==> src/rtl/mem_bus_arbiter.sv <==
// Round-robin arbiter sharing one valid/rw/ready memory bus between instruction fetch (port 0)
// and load/store (port 1). Define MEM_TIMEOUT_EN to abort stalled accesses after TIMEOUT BUSY cycles.
module mem_bus_arbiter #(
  parameter int AW      = 32,
  parameter int DW      = 32,
  parameter int TIMEOUT = 255
) (
  input  logic          clk,
  input  logic          reset,
  input  logic          req0,
  input  logic          rw0,
  input  logic [AW-1:0] addr0,
  input  logic [DW-1:0] wdata0,
  input  logic          req1,
  input  logic          rw1,
  input  logic [AW-1:0] addr1,
  input  logic [DW-1:0] wdata1,
  output logic          gnt0,
  output logic          gnt1,
  output logic          done0,
  output logic          done1,
  output logic          err0,
  output logic          err1,
  output logic [DW-1:0] rdata,
  output logic          mem_valid,
  output logic          mem_rw,
  output logic [AW-1:0] mem_addr,
  output logic [DW-1:0] mem_wdata,
  input  logic          mem_ready,
  input  logic [DW-1:0] mem_rdata
);

  typedef enum logic [1:0] {IDLE = 2'd0, BUSY = 2'd1, DONE = 2'd2} state_t;

  state_t        state_q;
  logic          last_q;
  logic          gnt0_q, gnt1_q, done0_q, done1_q;
  logic [DW-1:0] rdata_q;
  logic          mem_valid_q, mem_rw_q;
  logic [AW-1:0] mem_addr_q;
  logic [DW-1:0] mem_wdata_q;
  logic          win1_d;

  // Port 1 wins when it is the only requester, or on a tie when port 0 was served last.
  assign win1_d = req1 & (~req0 | ~last_q);

`ifdef MEM_TIMEOUT_EN
  localparam int CW = ($clog2(TIMEOUT + 1) > 8) ? $clog2(TIMEOUT + 1) : 8;
  localparam logic [CW-1:0] TO_LAST = CW'(TIMEOUT - 1);
  logic [CW-1:0] cnt_q;
  logic          err0_q, err1_q;
  assign err0 = err0_q;
  assign err1 = err1_q;
`else
  assign err0 = 1'b0;
  assign err1 = 1'b0;
`endif

  always_ff @(posedge clk or posedge reset) begin
    if (reset) begin
      state_q     <= IDLE;
      last_q      <= 1'b1;
      gnt0_q      <= 1'b0;
      gnt1_q      <= 1'b0;
      done0_q     <= 1'b0;
      done1_q     <= 1'b0;
      rdata_q     <= '0;
      mem_valid_q <= 1'b0;
      mem_rw_q    <= 1'b0;
      mem_addr_q  <= '0;
      mem_wdata_q <= '0;
`ifdef MEM_TIMEOUT_EN
      cnt_q       <= '0;
      err0_q      <= 1'b0;
      err1_q      <= 1'b0;
`endif
    end else begin
      case (state_q)
        IDLE: begin
          if (req0 || req1) begin
            mem_valid_q <= 1'b1;
            mem_rw_q    <= win1_d ? rw1 : rw0;
            mem_addr_q  <= win1_d ? addr1 : addr0;
            mem_wdata_q <= win1_d ? wdata1 : wdata0;
            gnt0_q      <= ~win1_d;
            gnt1_q      <= win1_d;
            last_q      <= win1_d;
            state_q     <= BUSY;
`ifdef MEM_TIMEOUT_EN
            cnt_q       <= '0;
`endif
          end
        end
        BUSY: begin
          // last_q names the current owner for the whole transaction.
          if (mem_ready) begin
            if (mem_rw_q) rdata_q <= mem_rdata;
            mem_valid_q <= 1'b0;
            done0_q     <= ~last_q;
            done1_q     <= last_q;
            state_q     <= DONE;
          end
`ifdef MEM_TIMEOUT_EN
          else if (cnt_q == TO_LAST) begin
            mem_valid_q <= 1'b0;
            done0_q     <= ~last_q;
            done1_q     <= last_q;
            err0_q      <= ~last_q;
            err1_q      <= last_q;
            state_q     <= DONE;
          end else begin
            cnt_q <= cnt_q + 1'b1;
          end
`endif
        end
        DONE: begin
          gnt0_q  <= 1'b0;
          gnt1_q  <= 1'b0;
          done0_q <= 1'b0;
          done1_q <= 1'b0;
`ifdef MEM_TIMEOUT_EN
          err0_q  <= 1'b0;
          err1_q  <= 1'b0;
`endif
          state_q <= IDLE;
        end
        default: state_q <= IDLE;
      endcase
    end
  end

  assign gnt0      = gnt0_q;
  assign gnt1      = gnt1_q;
  assign done0     = done0_q;
  assign done1     = done1_q;
  assign rdata     = rdata_q;
  assign mem_valid = mem_valid_q;
  assign mem_rw    = mem_rw_q;
  assign mem_addr  = mem_addr_q;
  assign mem_wdata = mem_wdata_q;

endmodule
==> config.mk <==
export PLATFORM = sky130hd
export DESIGN_NAME = mem_bus_arbiter
export DESIGN_NICKNAME = d
export VERILOG_FILES = /design/src/rtl/mem_bus_arbiter.sv
export SDC_FILE = /design/constraint.sdc
export NUM_CORES = 1
export LEC_CHECK = 0
export ABC_AREA = 1
export BUFFER_PORTS_ARGS = -buffer_cell sky130_fd_sc_hd__buf_2
export CAP_MARGIN = 20
export CORE_MARGIN = 1.5
export CORE_UTILIZATION = 48
export CTS_CLUSTER_DIAMETER = 80
export CTS_CLUSTER_SIZE = 25
export DETAILED_ROUTE_END_ITERATION = 6
export GPL_TIMING_DRIVEN = 0
export HOLD_SLACK_MARGIN = 0.03
export PLACE_DENSITY = 0.86
export SKIP_LAST_GASP = 1
export SLEW_MARGIN = 20
export SYNTH_ARGS = -nofsm -noshare
export SYNTH_HDL_FRONTEND = slang
export SYNTH_SLANG_ARGS = --single-unit
==> constraint.sdc <==
create_clock -name clk -period 4.8 [get_ports clk]
set_clock_uncertainty 0.2 [all_clocks]
set_input_delay 0 -clock clk [delete_from_list [all_inputs] [get_ports clk]]
set_output_delay 0 -clock clk [all_outputs]
set_load 0.02 [all_outputs]
## Word-level counts from Yosys, hierarchy flattened

Index checks and enable logic that the tools add are counted.

- Bits of input ports: 167
- Register bits: 105
- Memories kept: 0
- Bits in writable memories: 0
- ROM bits: 0
- Output and inout port bits: 104
- Latch bits: 0
- Logic and storage cells: 48

- $add $sub $neg: 0
- Multiplexer cells: 17
- $mul: 0
- Divide/modulo/power cells: 0
- Bitwise logic cells: 5
- Equality and inequality tests: 4
- $lt $le $gt $ge: 0
- Shifts and indexed selects: 0
- Reduce and logical (&&, ||, !) cells: 11

Operator list:

| cell | count |
|---|---|
| $mux 32 | 2 |
| $pmux 1 s2 | 5 |
| $reduce_and 2->1 | 4 |
| $mux 1 | 7 |
| $reduce_and 3->1 | 2 |
| $reduce_bool 2->1 | 3 |
| $mux 2 | 2 |
| $ne 2x2->1 const B | 2 |
| $pmux 2 s2 | 1 |
| $not 1->1 | 3 |
| $eq 2x1->1 const B | 1 |
| $eq 2x2->1 const B | 1 |
| $logic_not 2->1 | 1 |
| $and 1x1->1 | 1 |
| $logic_or 1x1->1 | 1 |
| $or 1x1->1 | 1 |

## Logic depth before layout (Yosys ltp)

Gate-level depths: netlist of run 1.

- Depth in word-level cells: 6
- Depth in mapped cells: 8
- Depth with buffers taken out: 6

## Least setup slack after synthesis of run 1

Ideal clock, no wire load.

- Path kind: reg2reg
- Start: register last_q
- End: register mem_addr_q[10], in the netlist mem_addr[10]
- Slack: 3,321 ps
- Data arrival time: 1,162 ps
- Cell stages (with the launch flop): 8
- Clock period less this slack: 1,479 ps
- Path buffers: 2
- Data required time: 4,483 ps
- Setup time: 117 ps
- Cell sequence: dfstp_2 > nand2_1 > buf_4 > clkbuf_1 > nand3_1 > nand2_1 > nand2_1 > nand2_1

- Word-level cells in the longest chain between the ends: 4

Ends and longest elaborated chain:

| what | RTL line | source |
|---|---|---|
| start: declaration | 36 | `logic last_q;` |
| start signal: assignment | 87 | `last_q <= win1_d;` |
| $not 1->1 | 45 | `assign win1_d = req1 & (~req0 \| ~last_q);` |
| $or 1x1->1 | 45 |  |
| $and 1x1->1 | 45 |  |
| $mux 32 | 83 | `mem_addr_q <= win1_d ? addr1 : addr0;` |
| end signal: assignment | 83 |  |
| end: declaration | 40 | `logic [AW-1:0] mem_addr_q;` |

No other way between the ends.
A chain may end at the register's enable or synchronous reset.

## Final worst setup path of run 1

- Start: register last_q
- End: register mem_wdata_q[14], in the netlist mem_wdata[14]

- Word-level cells in the longest chain between the ends: 4

Ends and longest elaborated chain:

| what | RTL line | source |
|---|---|---|
| $not 1->1 | 45 |  |
| $or 1x1->1 | 45 |  |
| $and 1x1->1 | 45 |  |
| $mux 32 | 84 | `mem_wdata_q <= win1_d ? wdata1 : wdata0;` |
| end signal: assignment | 84 |  |
| end: declaration | 41 | `logic [DW-1:0] mem_wdata_q;` |

No other way between the ends.

==> results.py, run 1 <==
metrics = {
    "setup_path": {
        "cp-start-kind": "flip-flop",
        "reg2regPathDepth": 9,
        "worstPathRequired_ns": 4.89,
        "crit_arrival_ns": 3.16,
        "crit_fanout": 10,
        "cp-end-kind": "flip-flop",
        "setup.worst_path.class": "flip-flop to flip-flop",
    },
    "synthesis": {
        "synthAdderAreaFrac_pct": 0,
        "synth_compound_area_share_pct": 3.72,
        "synth_cells": 666,
        "avgSynthCellArea_sq_um": 7.42,
        "ys_ff_latch": 105,
        "synth_xor_area_share_pct": 0,
        "yosysUniqueCellTypes": 19,
        "synth.area.top_cells": "dfrtp_1, nand2_1, nand3_1",
        "yosysTopAreaCell": "dfrtp_1",
        "ys_seq_area_share_pct": 53.2,
        "synth_mux_area_share_pct": 0,
        "yosys.area.top_type_share_pct": 52.6,
        "netlist_area_sq_um": 4940,
        "synth_simple_gate_area_share_pct": 35.9,
        "yosys_warnings": 0,
        "synth_top_family_by_area": "simple AND/OR/NAND/NOR gates",
    },
    "floorplan": {
        "start_util_pct": 50.1,
        "die_h_microns": 104,
        "num_rows": 36,
        "io_pins": 271,
        "coreArea_sq_um": 9860,
        "die_area_sq_um": 10900,
        "die_w_microns": 104,
    },
    "hold_path": {
        "hold_depth": 5,
        "hp-class": "input pin to flip-flop",
    },
    "global_route": {
        "grt_pass1_vias": 7205,
        "grt_util_all_layers_pct": 40.9,
        "grt_pass1_wl_microns": 34900,
        "grt.overflow.total": 0,
        "grt_max_degree": 75,
        "antenna_found_initial": 1,
    },
    "clock_tree": {
        "clockBufferDepth": 2,
        "numCtsBuffers": 9,
        "clockRootBuffer": "clkbuf_8",
        "cts.htree.levels": 3,
        "insertion_delay_ns": 0.35,
        "cts_tree": "yes",
        "path_clk_slew_ns": 0.10,
        "cts.sinks": 105,
    },
    "placed_design": {
        "dp.final_hpwl_microns": 11000,
        "placed_area_sq_um": 6480,
        "io_buffers": 267,
        "gp_congestion": 0.843,
        "pre_cts_slack_ns": 3.01,
    },
    "status": {
        "status": "finished with violations",
        "violations": "DRC",
    },
    "sta": {
        "setup_viol_count_final": 0,
        "tns_ns": 0,
        "worst_slack_ns": 1.73,
        "rsz0062_at_grt": "no",
        "slew_headroom_pct": 65.8,
        "fmax_mhz": 326,
        "finalHoldViolations": 0,
        "drv_slew": 0,
        "tightest_slew_ns": 0.513,
        "finalCritPeriodShare_pct": 63.9,
        "fin_crit_ns": 3.07,
    },
    "power": {
        "p_leak_nw": 4.98,
        "total_power_w": 0.00458,
        "irDropWorstVdd_mv": 0.312,
        "power_density_nw_per_um2": 535,
    },
    "flow_run": {
        "max-cap-violations": 0,
    },
    "route": {
        "vias": 6915,
        "dr.pass1.iters": 7,
        "detail_route.wl_per_cell_microns": 17.5,
        "viasPerCell": 5.43,
        "wirelength_microns": 22400,
        "drc": 2,
        "drtIter0Drc": 603,
        "ant_nets": 0,
    },
    "final_layout": {
        "nets": 1304,
        "areaGrowthSynthToFinish_pct": 73.1,
        "layout-drive-gt1-share_pct": 27.2,
        "nFillCells": 449,
        "design_area_sq_um": 8560,
        "utilization_pct": 86.7,
    },
}
## registers in the layout (all words and copies together) (netlist names)
signal	count
done0	1
done1	1
gnt0	1
gnt1	1
last_q	1
mem_addr	32
mem_rw	1
mem_valid	1
mem_wdata	32
rdata	32
state_q	2
## cells in the mapped netlist
cell type	number
or2_2	1
inv_1	36
clkbuf_1	19
nor2_2	1
buf_4	9
o21ai_4	1
nand2_1	370
o21ai_0	32
o31ai_1	1
nand3_1	70
nand4_1	1
nand4_2	1
inv_2	1
dfstp_2	1
dfrtp_1	104
buf_1	3
buf_2	13
conb_1	1
nor2_1	1
## cell families (layout without fill, tap and decap cells)
| kind of cell | count (synthesis) | after routing |
|---|---|---|
| compound gates | 34 | 34 |
| buf+inv | 81 | 554 |
| flops | 105 | 105 |
| other cells | 1 | 3 |
| simple gates | 445 | 445 |
## metrics by stage
stage | std cells | hold WS, ns
detailed placement | 1068 | -0.208
finish | 1274 | 0.107
global route | 1274 | 0.127
floorplan | 667 | -0.104
global placement | 1067 | 0.0457
CTS | 1273 | 0.0771
## layout by cell type (no fill, tap or decap), types with 3 or more instances in the layout
master,n
nand2_1,370
buf_2,280
dlygate4sd3_1,191
dfrtp_1,104
nand3_1,70
inv_1,35
o21ai_0,32
clkbuf_1,20
buf_4,9
clkbuf_8,9
buf_1,3
clkinvlp_4,3
## final timing paths
kind                                                from                         to  slack, ns
worst max-delay path                  last_q$_DFFE_PP1P_  mem_wdata[14]$_DFFE_PP0P_       1.73
worst min-delay path                                req1  mem_wdata[10]$_DFFE_PP0P_       0.11
worst max register to register        last_q$_DFFE_PP1P_  mem_wdata[14]$_DFFE_PP0P_       1.73
worst min register to register  mem_addr[24]$_DFFE_PP0P_   mem_addr[24]$_DFFE_PP0P_       0.29
max in group asynchronous                          reset         last_q$_DFFE_PP1P_       3.13
min in group asynchronous                          reset      rdata[10]$_DFFE_PP0P_       0.55
## where the power goes
group | switching [W] | leakage, nW | total (W) | internal [W]
sequential | 0.000269 | 1.31 | 0.00157 | 0.00130
clock | 0.000297 | 0.0709 | 0.000483 | 0.000186
combinational | 0.00157 | 3.60 | 0.00253 | 0.000961
## per-layer routing
layer | vias to the layer above | GRT usage (%) | wire length [microns]
met2 | 546 | 72.7 | 11200
met4 | 0 | 29.2 | 1750
met5 | - | 0 | 0
li1 | 2984 | - | -
met3 | 173 | 9.96 | 1950
met1 | 3212 | 41.8 | 7420
## layout make-up
type | instances | area, sq um | area share [%]
Antenna cell | 1 | 2.50 | 0.0292
Buffer | 44 | 215 | 2.51
Clock inverter | 4 | 31.3 | 0.366
Tap cell | 133 | 166 | 1.94
Clock buffer | 10 | 128 | 1.49
Inverter | 37 | 144 | 1.68
Multi-Input combinational cell | 481 | 1970 | 23.0
Timing Repair Buffer | 459 | 3280 | 38.3
Sequential cell | 105 | 2630 | 30.7
## timing repair
action	CTS	global route
resized for setup	0	0
hold endpoints to repair	207	0
buffers inserted	0	0
hold buffers	191	0
## critical path, cell delays in order (launching register included)
cell and delay, ns:
dfstp_2 0.58, nand2_1 0.13, nand2_1 0.16, clkbuf_1 0.39, nand2_1 0.17, nand2_1 0.11, dlygate4sd3_1 0.57, nand2_1 0.09
nand2_1 0.07, dlygate4sd3_1 0.55
No activity file was read; power rests on OpenSTA's default activity.
==> run 2: changes to the inputs <==
Settings changed: CORE_UTILIZATION 48 to 45, PLACE_DENSITY 0.86 to 0.82.
Clock period 4.8 ns to 3.2 ns, I/O delays scaled along.
==> results.py, run 2 (same netlist as run 1, synthesis figures left out) <==
metrics = {
    "floorplan": {
        "coreArea_sq_um": 10800,
        "io_pins": 271,
        "die_w_microns": 108,
        "die_h_microns": 108,
        "num_rows": 38,
        "die_area_sq_um": 11600,
        "start_util_pct": 45.8,
    },
    "sta": {
        "hold_ws_ns": 0.0583,
        "fmax_mhz": 337,
        "slew_headroom_pct": 64.8,
        "rsz0062_at_grt": "no",
        "finalHoldViolations": 0,
        "tightest_slew_ns": 0.529,
        "setup_viol_count_final": 0,
        "finalCritPeriodShare_pct": 92.7,
        "fin_crit_ns": 2.97,
        "drv_slew": 0,
    },
    "hold_path": {
        "min_to": "mem_addr[25]$_DFFE_PP0P_",
        "hold_depth": 5,
        "min_from": "req1",
        "hp-class": "input pin to flip-flop",
    },
    "route": {
        "viasPerCell": 5.01,
        "dr.pass1.iters": 5,
        "vias": 6433,
        "wirelength_microns": 19600,
        "detail_route.wl_per_cell_microns": 15.2,
        "drtIter0Drc": 443,
        "drc": 0,
        "ant_nets": 0,
    },
    "setup_path": {
        "cp-end-kind": "flip-flop",
        "crit_fanout": 10,
        "path_cells": "nand2_1 > nand2_1 > clkbuf_1 > nand2_1 > nand2_1 > dlygate4sd3_1 > nand2_1 > nand2_1 > dlygate4sd3_1",
        "crit_arrival_ns": 3.08,
        "worstPathRequired_ns": 3.32,
        "cp-start-kind": "flip-flop",
        "rrSetupSlack_ns": 0.23,
        "cp_slowest_stage_delay_ns": 0.58,
        "setup.worst_path.class": "flip-flop to flip-flop",
        "critical_path.top_delay_family": "buffers and inverters",
        "slowest_stage": "dfstp_2",
        "reg2regPathDepth": 9,
        "reg2reg_from": "last_q$_DFFE_PP1P_",
        "crit_buf_inv": 3,
        "r2r_end": "mem_wdata[12]$_DFFE_PP0P_",
        "cp_common_cell": "nand2_1",
    },
    "clock_tree": {
        "insertion_delay_ns": 0.37,
        "clockRootBuffer": "clkbuf_8",
        "cts_setup_buffers": 0,
        "path_clk_slew_ns": 0.13,
        "numCtsBuffers": 9,
        "clockBufferDepth": 2,
        "cts.htree.levels": 3,
        "cts.sinks": 105,
        "cts_tree": "yes",
    },
    "global_route": {
        "grt_pass1_vias": 6583,
        "grt_util_all_layers_pct": 34.2,
        "grt_max_degree": 54,
        "grt.overflow.total": 0,
        "grt_pass1_wl_microns": 30900,
        "antenna_found_initial": 0,
    },
    "placed_design": {
        "placed_area_sq_um": 6490,
        "gp_congestion": 0.835,
        "io_buffers": 267,
        "dp.final_hpwl_microns": 11100,
    },
    "power": {
        "p_int_w": 0.00372,
        "p_leak_nw": 5.03,
        "comb_power_share_pct": 54.0,
        "p_clk_share_pct": 12.4,
        "seqPwrFrac_pct": 33.6,
        "p_sw_w": 0.00309,
        "power_density_nw_per_um2": 789,
        "irDropWorstVdd_mv": 0.471,
        "switching_share_pct": 45.4,
    },
    "final_layout": {
        "register_area_sq_um": 2630,
        "areaGrowthSynthToFinish_pct": 74.8,
        "diodes": 0,
        "design_area_sq_um": 8640,
        "nets": 1307,
        "final_common_cell": "nand2_1",
        "utilization_pct": 80.1,
        "layout_common_cells": "nand2_1, buf_2, dlygate4sd3_1",
        "multi_input_area_sq_um": 1970,
        "nFillCells": 656,
        "layout-drive-gt1-share_pct": 27.3,
    },
    "status": {
        "status": "completed",
    },
    "flow_run": {
        "max-cap-violations": 0,
    },
}
-- run 2: cell types whose count changed in the layout (fill, tap and decap cells not counted) --
cell | before | now
clkbuf_1 | 20 | 19
clkinv_8 | 0 | 3
clkinvlp_4 | 3 | 0
diode_2 | 1 | 0
dlygate4sd3_1 | 191 | 194
inv_6 | 2 | 5
-- run 2: how the worst max path moves through the flow --
| stage | startpoint | to | slack, ns | depth (start not counted) |
|---|---|---|---|---|
| 6_report | last_q$_DFFE_PP1P_ | mem_wdata[12]$_DFFE_PP0P_ | 0.23 | 9 |
| 5_1_grt | last_q$_DFFE_PP1P_ | mem_wdata[12]$_DFFE_PP0P_ | 0.1 | 9 |
| 4_1_cts | last_q$_DFFE_PP1P_ | mem_wdata[14]$_DFFE_PP0P_ | 0.45 | 9 |
| 3_5_place_dp | last_q$_DFFE_PP1P_ | mem_addr[2]$_DFFE_PP0P_ | 1.49 | 8 |
| 3_3_place_gp | reset | mem_addr[30]$_DFFE_PP0P_ | -0.94 | 2 |
| 2_1_floorplan | reset | done0$_DFFE_PP0P_ | 0.24 | 1 |
-- run 2: area by class of cell --
cell class	count	share of cell area [%]
sequential	105	30.4
clock inverter	7	0.970
buffer	44	2.49
timing repair buffer	462	38.3
tap	140	2.03
inverter	37	1.66
clock buffer	9	1.43
multi-input combinational	481	22.7
-- run 2: what timing repair did --
action,in CTS,in global routing
resized for setup,0,0
endpoints found under the hold margin,210,0
hold buffers,194,0
setup endpoints to repair,0,0
-- run 2: power groups by stage --
stage / clock network, W / registers (W) / logic (W)
after floorplan: 0 / 0.00301 / 0.00113
after global placement: 0 / 0.00227 / 0.00291
after detailed placement: 0 / 0.00228 / 0.00298
after CTS: 0.000859 / 0.00226 / 0.00356
after global routing: 0.000914 / 0.00235 / 0.00400
final: 0.000845 / 0.00229 / 0.00368
-- run 2: per-stage QoR --
stage / total power (W) / TNS, ns / worst slack [ns] / std cells
after detailed placement: 0.00526 / 0 / 1.49 / 1075
after floorplan: 0.00414 / 0 / 0.241 / 667
after global routing: 0.00727 / 0 / 0.0980 / 1285
after CTS: 0.00668 / 0 / 0.447 / 1285
final: 0.00682 / 0 / 0.234 / 1285
after global placement: 0.00518 / -97.05 / -0.939 / 1074
-- run 2: layer usage --
metal	track usage [%]	share of wire [%]
met4	15.5	4.1
met2	62.5	52
met5	0	0
met1	37.6	36
met3	7.69	7.9
-- run 2: worst register-to-register path: cells and delay by family (launching register included) --
kind,cells,cell delay [ns]
DFF,1,0.58
and+or+nand+nor,6,0.60
buffers and inverters,3,1.52
==> run 3: changes to the inputs <==
Settings changed: CORE_MARGIN 1.5 to 1, RECOVER_POWER set to 100.
==> results.py, run 3 (same netlist as run 1, synthesis figures left out) <==
metrics = {
    "floorplan": {
        "io_pins": 271,
        "die_area_sq_um": 11400,
        "start_util_pct": 47.1,
        "die_h_microns": 107,
        "die_w_microns": 107,
        "num_rows": 37,
        "coreArea_sq_um": 10500,
    },
    "setup_path": {
        "cp-end-kind": "flip-flop",
        "worstPathRequired_ns": 3.30,
        "crit_fanout": 10,
        "cp-start-kind": "flip-flop",
        "reg2regPathDepth": 9,
        "rrSetupSlack_ns": 0.18,
        "setup.worst_path.class": "flip-flop to flip-flop",
        "r2r_end": "mem_addr[30]$_DFFE_PP0P_",
        "reg2reg_from": "last_q$_DFFE_PP1P_",
        "crit_arrival_ns": 3.12,
    },
    "hold_path": {
        "hold_depth": 5,
        "min_to": "gnt0$_DFFE_PP0P_",
        "min_from": "req1",
        "hp-class": "input pin to flip-flop",
    },
    "status": {
        "status": "finished with violations",
        "violations": "capacitance limit, slew limit",
    },
    "sta": {
        "hold_ws_ns": 0.144,
        "fin_crit_ns": 3.02,
        "slew_headroom_pct": -17.2,
        "fmax_mhz": 331,
        "finalHoldViolations": 0,
        "tightest_slew_ns": 1.76,
        "finalCritPeriodShare_pct": 94.4,
        "drv_slew": 47,
        "setup_viol_count_final": 0,
        "rsz0062_at_grt": "no",
    },
    "placed_design": {
        "io_buffers": 267,
        "gp_congestion": 0.923,
        "dp.final_hpwl_microns": 10700,
    },
    "final_layout": {
        "nFillCells": 658,
        "utilization_pct": 80.1,
        "final_common_cell": "nand2_1",
        "areaGrowthSynthToFinish_pct": 70.2,
        "nets": 1304,
        "layout_common_cells": "nand2_1, dlygate4sd3_1, buf_2",
        "layout-drive-gt1-share_pct": 17.6,
    },
    "power": {
        "p_leak_nw": 4.63,
        "power_density_nw_per_um2": 785,
        "irDropWorstVdd_mv": 0.420,
    },
    "clock_tree": {
        "clockBufferDepth": 2,
        "cts.htree.levels": 3,
        "cts_resized": 0,
        "insertion_delay_ns": 0.35,
        "cts_setup_buffers": 0,
        "clockRootBuffer": "clkbuf_8",
        "numCtsBuffers": 9,
        "cts_hold_buf": 191,
        "cts_tree": "yes",
        "cts.sinks": 105,
        "path_clk_slew_ns": 0.10,
    },
    "global_route": {
        "antenna_found_initial": 1,
        "grt_pass1_vias": 6769,
        "grt_pass1_wl_microns": 31600,
        "grt_util_all_layers_pct": 35.4,
        "grt_max_degree": 61,
        "grt.overflow.total": 0,
    },
    "route": {
        "viasPerCell": 5.16,
        "ant_nets": 0,
        "detail_route.wl_per_cell_microns": 15.6,
        "vias": 6596,
        "drtIter0Drc": 377,
        "dr.pass1.iters": 5,
        "wirelength_microns": 20000,
        "drc": 0,
    },
    "flow_run": {
        "max-cap-violations": 1,
    },
}
run 3: worst max-delay path by stage:
stage | startpoint | endpoint | slack [ns]
after floorplan | reset | done0$_DFFE_PP0P_ | 0.24
after global placement | reset | mem_wdata[12]$_DFFE_PP0P_ | -0.91
after detailed placement | last_q$_DFFE_PP1P_ | mem_wdata[21]$_DFFE_PP0P_ | 1.43
after CTS | last_q$_DFFE_PP1P_ | mem_addr[28]$_DFFE_PP0P_ | 0.37
after global routing | reset | done1$_DFFE_PP0P_ | 0.09
final | last_q$_DFFE_PP1P_ | mem_addr[30]$_DFFE_PP0P_ | 0.18
run 3: metal layers:
metal | wire, microns | global-route usage, %
met4 | 1120 | 21.6
met5 | 0 | 0
met1 | 7160 | 37.9
met3 | 1570 | 7.05
met2 | 10100 | 63.9
run 3: area by class of cell:
cell class / count / area [sq um] / area share [%]
Antenna cell: 1 / 2.50 / 0.0297
Buffer: 44 / 208 / 2.47
Clock buffer: 9 / 124 / 1.47
Clock inverter: 7 / 62.6 / 0.743
Inverter: 37 / 139 / 1.65
Multi-Input combinational cell: 481 / 1950 / 23.2
Sequential cell: 105 / 2630 / 31.2
Tap cell: 136 / 170 / 2.02
Timing Repair Buffer: 459 / 3130 / 37.2
run 3: worst max-delay path, cell delays in order (launching register included):
cell,delay (ns)
dfstp_1,0.58
nand2_1,0.14
nand2_1,0.16
clkbuf_1,0.37
nand2_1,0.15
nand2_1,0.09
dlygate4sd3_1,0.58
nand2_1,0.09
nand2_1,0.07
dlygate4sd3_1,0.54
run 3: stage by stage:
stage                     instances  area (sq um)  power, W  setup TNS [ns]  worst slack [ns]
after CTS                      1278          8590   0.00658               0             0.374
after global placement         1070          6450   0.00518          -93.79            -0.910
final                          1279          8410   0.00660               0             0.178
after global routing           1279          8410   0.00701               0            0.0876
after floorplan                 667          4950   0.00414               0             0.241
after detailed placement       1071          6490   0.00524               0              1.43
run 3: report_power, final:
part           leakage [nW]  switching (W)  internal (W)
Clock                0.0859       0.000495      0.000298
Combinational          3.23        0.00223       0.00127
Sequential             1.31       0.000376       0.00194
Total                  4.63        0.00310       0.00351
